File: src/rtl/mmio_responder.sv
// mmio_responder: memory-mapped I/O slave on the core's data-memory port.
// Holds the cycle/retire counters and single-entry UART RX/TX buffers.
// Read data is registered, which matches the 1-cycle latency of the data BRAM.
module mmio_responder #(
    parameter int          DWIDTH  = 32,
    parameter logic [31:0] IO_BASE = 32'h8000_0000
) (
    input  logic              clk,
    input  logic              rst,
    input  logic [DWIDTH-1:0] addr,
    input  logic [DWIDTH-1:0] wdata,
    input  logic [3:0]        we,
    input  logic              re,
    output logic [DWIDTH-1:0] rdata,
    input  logic              inst_retire,
    input  logic [7:0]        rx_data,
    input  logic              rx_valid,
    output logic              rx_ready,
    output logic [7:0]        tx_data,
    output logic              tx_valid,
    input  logic              tx_ready
);

    // Word index within the IO page (addr[7:2]); byte lanes are ignored.
    localparam logic [5:0] WORD_STATUS = 6'h00;  // 0x00
    localparam logic [5:0] WORD_RX     = 6'h01;  // 0x04
    localparam logic [5:0] WORD_TX     = 6'h02;  // 0x08
    localparam logic [5:0] WORD_CYCLE  = 6'h04;  // 0x10
    localparam logic [5:0] WORD_INST   = 6'h05;  // 0x14
    localparam logic [5:0] WORD_CLR    = 6'h06;  // 0x18

    logic [DWIDTH-1:0] rdata_reg;
    logic [31:0]       cycle_cnt_reg;
    logic [31:0]       inst_cnt_reg;
    logic              rx_full_reg;
    logic [7:0]        rx_byte_reg;
    logic              tx_full_reg;
    logic [7:0]        tx_data_reg;

    logic              hit;
    logic [5:0]        word;
    logic              wr;
    logic              rd_hit;
    logic              rx_pop;
    logic              rx_push;
    logic              tx_handshake;
    logic              tx_store;
    logic              tx_accept;
    logic              cnt_clear;
    logic [DWIDTH-1:0] rd_value;

    assign hit  = (addr[31:28] == IO_BASE[31:28]);
    assign word = addr[7:2];
    assign wr   = |we;

    assign rd_hit  = re & hit;
    // Reading RX while full consumes the byte; rx_ready is low then, so no push collides.
    assign rx_pop  = rd_hit & (word == WORD_RX) & rx_full_reg;
    assign rx_push = rx_valid & ~rx_full_reg;

    // A store lands if the slot is empty or is being drained by the UART this same edge.
    assign tx_handshake = tx_full_reg & tx_ready;
    assign tx_store     = wr & hit & (word == WORD_TX);
    assign tx_accept    = tx_store & (~tx_full_reg | tx_ready);

    assign cnt_clear = wr & hit & (word == WORD_CLR);

    assign rx_ready = ~rx_full_reg;
    assign tx_valid = tx_full_reg;
    assign tx_data  = tx_data_reg;
    assign rdata    = rdata_reg;

    // Read mux over the pre-update register contents; unmapped words read as zero.
    always_comb begin
        rd_value = '0;
        case (word)
            WORD_STATUS: rd_value = DWIDTH'({rx_full_reg, ~tx_full_reg});
            WORD_RX:     rd_value = DWIDTH'(rx_byte_reg);
            WORD_CYCLE:  rd_value = DWIDTH'(cycle_cnt_reg);
            WORD_INST:   rd_value = DWIDTH'(inst_cnt_reg);
            default:     rd_value = '0;
        endcase
    end

    // Registered read port: loads update rdata, which otherwise holds its value.
    always_ff @(posedge clk) begin
        if (rst) begin
            rdata_reg <= '0;
        end else if (re) begin
            rdata_reg <= hit ? rd_value : '0;
        end
    end

    // Free-running counters; a store to the clear word wins over the increment.
    always_ff @(posedge clk) begin
        if (rst || cnt_clear) begin
            cycle_cnt_reg <= '0;
            inst_cnt_reg  <= '0;
        end else begin
            cycle_cnt_reg <= cycle_cnt_reg + 32'd1;
            inst_cnt_reg  <= inst_cnt_reg + {31'd0, inst_retire};
        end
    end

    // RX holding buffer: filled by the UART, emptied by a load of the RX word.
    always_ff @(posedge clk) begin
        if (rst) begin
            rx_full_reg <= 1'b0;
            rx_byte_reg <= 8'd0;
        end else if (rx_pop) begin
            rx_full_reg <= 1'b0;
        end else if (rx_push) begin
            rx_full_reg <= 1'b1;
            rx_byte_reg <= rx_data;
        end
    end

    // TX holding buffer: filled by stores, drained by the UART handshake.
    always_ff @(posedge clk) begin
        if (rst) begin
            tx_full_reg <= 1'b0;
            tx_data_reg <= 8'd0;
        end else if (tx_accept) begin
            tx_full_reg <= 1'b1;
            tx_data_reg <= wdata[7:0];
        end else if (tx_handshake) begin
            tx_full_reg <= 1'b0;
        end
    end

endmodule
File: config.mk
export PLATFORM = sky130hd
export DESIGN_NAME = mmio_responder
export DESIGN_NICKNAME = d
export VERILOG_FILES = /design/src/rtl/mmio_responder.sv
export SDC_FILE = /design/constraint.sdc
export NUM_CORES = 1
export LEC_CHECK = 0
export CORE_MARGIN = 2
export CORE_UTILIZATION = 36
export CTS_BUF_LIST = sky130_fd_sc_hd__clkbuf_8
export CTS_CLUSTER_DIAMETER = 100
export DETAILED_ROUTE_END_ITERATION = 16
export GPL_TIMING_DRIVEN = 0
export PLACE_DENSITY_LB_ADDON = 0.25
export SLEW_MARGIN = 25
export SYNTH_ARGS = -nofsm -noshare
export SYNTH_HDL_FRONTEND = slang
export SYNTH_SLANG_ARGS = --single-unit
File: constraint.sdc
create_clock -name clk -period 2.7 [get_ports clk]
set_clock_uncertainty 0.15 [all_clocks]
set_input_delay 0.27 -clock clk [delete_from_list [all_inputs] [get_ports clk]]
set_output_delay 0.27 -clock clk [all_outputs]
set_load 0.01 [all_outputs]
==> impl_metrics.ini <==
[floorplanning]
coreArea_mm2 = 0.0144
floorplan.initialDensity = 0.365
std_cell_rows = 44
top_level_ports = 124
die_h_um = 125
die_width_um = 125
die-area_mm2 = 0.0156

[synth]
syn_inst = 618
synthSimpleGateAreaFrac = 0.265
synth_cell_type_count = 38
syn_avg_cell_area_um2 = 8.52
synth_nets = 703
synth_top_family_by_area = simple AND/OR/NAND/NOR gates
synthMuxAreaShare = 0.0777
ys_seq_area_frac = 0.433
synthXorXnorAreaFrac = 0.0349
synth_compound_area_frac = 0.144
yosys.area_share.adder = 0.00713
yosys_warnings = 0
synthesis.area_mm2 = 0.00527
synth_seq_cells = 114

[placement]
hpwl_mm = 10.7
port_buffers = 77
finalWeightedCongestion = 0.896
place_area_mm2 = 0.00627
dpl.cell_count = 879

[cts]
cts_tree = yes
clock-sinks = 114
cts-root-buf = clkbuf_8
htree_num_levels = 4
clk_latency_ps = 420
clk_path_buf_depth = 2
clk_pin_slew_ps = 70
cts_made_buffers = 17

[setup_path]
cp-endpoint = inst_cnt_reg[20]
reg2regPathDepth = 7
rrSetupSlack_ps = 70
slowest_stage = or4_4
worstPathMaxFanout = 9
start_kind = input pin
critPathLaunch = inst_retire
worstPathCellList = clkdlybuf4s50_1 > ha_1 > ha_1 > nand4_1 > buf_4 > or4_4 > or4_1 > a21oi_1
worstReg2RegStart = inst_cnt_reg[0]
worstSetupPathType = input pin to register
rr_endpoint = inst_cnt_reg[20]
critPathCaptureType = register
crit_path_frequent_cell = ha_1
cp_data_arrival_time_ps = 2850
max_stage_delay_ps = 610
cp_data_required_time_ps = 2900

[cells_and_area]
finalInstanceArea_mm2 = 0.00685
drive_gt1_frac = 0.111
fillCellCount = 1380
insertedDiodeCount = 0
final_cells = 913
nets = 802
areaGrowthSynthToFinish_pct = 30.1

[sta]
setup-violations-final = 0
period_minus_slack_ps = 2650
worst_pin_slew_ps = 664
fmax_mhz = 377
final.period_utilization = 0.982
relSlewSlack = 0.558
slew_viol_final = 0
finalHoldViolCount = 0
setup_tns_ps = 0

[hold_path]
hold_class = input pin to register

[route]
first_pass_iters = 5
drt.antenna.violating_nets = 0
drtIter0Drc = 440
routedWlPerCell_um = 16.6
drc_errors = 0
wirelength_mm = 15.1
vias = 4952
via_per_inst = 5.42

[grt]
grt.total_usage = 0.190
grt_pass1_vias = 4706
grt_max_degree = 17
antenna_found_initial = 0
grt_pass1_wl_mm = 24.2
grt_overflow = 0

[power]
intPower_uw = 3260
power_switching_uw = 810
sequentialPowerShare = 0.421
p_leak_uw = 0.00224
vdd_drop_max_mv = 0.435
netSwitchingFraction = 0.199
powerDensity_mw_per_mm2 = 594
comb_power_share = 0.046
p_clk_frac = 0.533

[flow_run]
cap_violations = 0

[run_status]
status = complete, no violations
## worst min path at each step
stage / startpoint / end / slack, ps / depth (start not counted)
2_1_floorplan: rx_data[0] / rx_byte_reg[0] / 260 / 2
3_3_place_gp: rdata[2] / rdata[2] / 290 / 2
6_report: rx_data[2] / rx_byte_reg[2] / 250 / 3
5_1_grt: rx_data[3] / rx_byte_reg[3] / 260 / 3
4_1_cts: rx_data[3] / rx_byte_reg[3] / 240 / 3
3_5_place_dp: rdata[3] / rdata[3] / 300 / 2
## kinds of logic after synthesis
group,Yosys count
AOI/OAI and AO/OA,136
xor gates and xnor gates,21
adders and majority gates,3
buffers and inverters,50
DFF,114
muxes,35
and+or+nand+nor,259
## metal layers
metal,wire [um],part of all wire,up-vias,global-route usage
li1,-,-,2421,-
met1,7040,0.46,2348,0.251
met2,7100,0.47,173,0.315
met3,857,0.057,10,0.0479
met4,141,0.0093,0,0.0451
met5,0,0,-,0
## layout by cell type (no fill, tap or decap), types with 20 or more instances in the layout
cell type	synthesis	final
or4_1	24	23
clkdlybuf4s50_1	0	77
nand4_1	20	20
a21oi_1	74	74
dfxtp_1	114	113
o21ai_0	32	32
nand2_1	52	52
nor2b_1	27	27
nor2_1	54	54
clkbuf_1	32	27
mux2_2	27	27
nand3_1	26	26
clkbuf_8	0	21
## critical path: cells and delay by family
kind	cells	cell delay, ps
simple gates	3	1270
buf+inv	2	710
fa+ha+maj	2	430
compound gates	1	160
## timing repair
item                       CTS  global route
gates resized for setup      3             6
setup endpoints to repair    6            47
pin swaps                    0             2
hold buffers                 0             0
setup buffers                0             4
## power by group through the flow
stage	clock, uW	sequential [uW]	combinational, uW
floorplan	0	1740	93.9
global route	2280	1710	207
CTS	2200	1710	189
global placement	0	1750	184
finish	2170	1710	189
detailed placement	0	1750	187
## area by class of cell
| class | count | area [um^2] | share of cell area |
|---|---|---|---|
| inverters | 11 | 41.3 | 0.00603 |
| repair buffers | 81 | 801 | 0.117 |
| plain buffers | 38 | 154 | 0.0225 |
| clock buffers | 21 | 289 | 0.0422 |
| flip-flops and latches | 114 | 2280 | 0.333 |
| well taps | 184 | 230 | 0.0336 |
| multi-input cells | 454 | 2800 | 0.409 |
| clock inverters | 10 | 251 | 0.0367 |
## through the flow
stage / util / setup slack (ps) / hold WS, ps / power, uW
floorplan: - / 429 / 256 / 1840
global placement: 0.434 / -413 / 291 / 1930
detailed placement: 0.434 / -466 / 297 / 1940
CTS: 0.473 / 9.31 / 238 / 4100
global route: 0.475 / -22.8 / 255 / 4200
finish: 0.475 / 48.0 / 254 / 4070
## Yosys cell counts (all sizes together)
cell type / n / share of area
inv: 11 / 0.0078
nor3: 6 / 0.0057
a22oi: 6 / 0.0086
nand4: 20 / 0.024
o21a: 1 / 0.0014
nand3: 27 / 0.028
ha: 3 / 0.0071
o21ai: 32 / 0.030
xnor2: 16 / 0.027
a21oi: 74 / 0.070
mux2i: 6 / 0.011
buf: 7 / 0.0062
a41oi: 1 / 0.0017
clkbuf: 32 / 0.023
or4: 24 / 0.034
nor4: 10 / 0.014
nor2: 54 / 0.038
and2: 5 / 0.0059
o31a: 1 / 0.0017
nor4b: 1 / 0.0029
nand2b: 7 / 0.0083
mux2: 27 / 0.058
nand2: 52 / 0.037
or3: 15 / 0.018
a22o: 2 / 0.0033
and3: 1 / 0.0012
nor2b: 27 / 0.032
xor2: 5 / 0.0083
and4: 7 / 0.012
dfxtp: 114 / 0.43
or2: 2 / 0.0024
o21bai: 1 / 0.0014
and3b: 1 / 0.0017
mux4: 2 / 0.0086
o31ai: 18 / 0.026
Power figures use the tool's default switching activity.
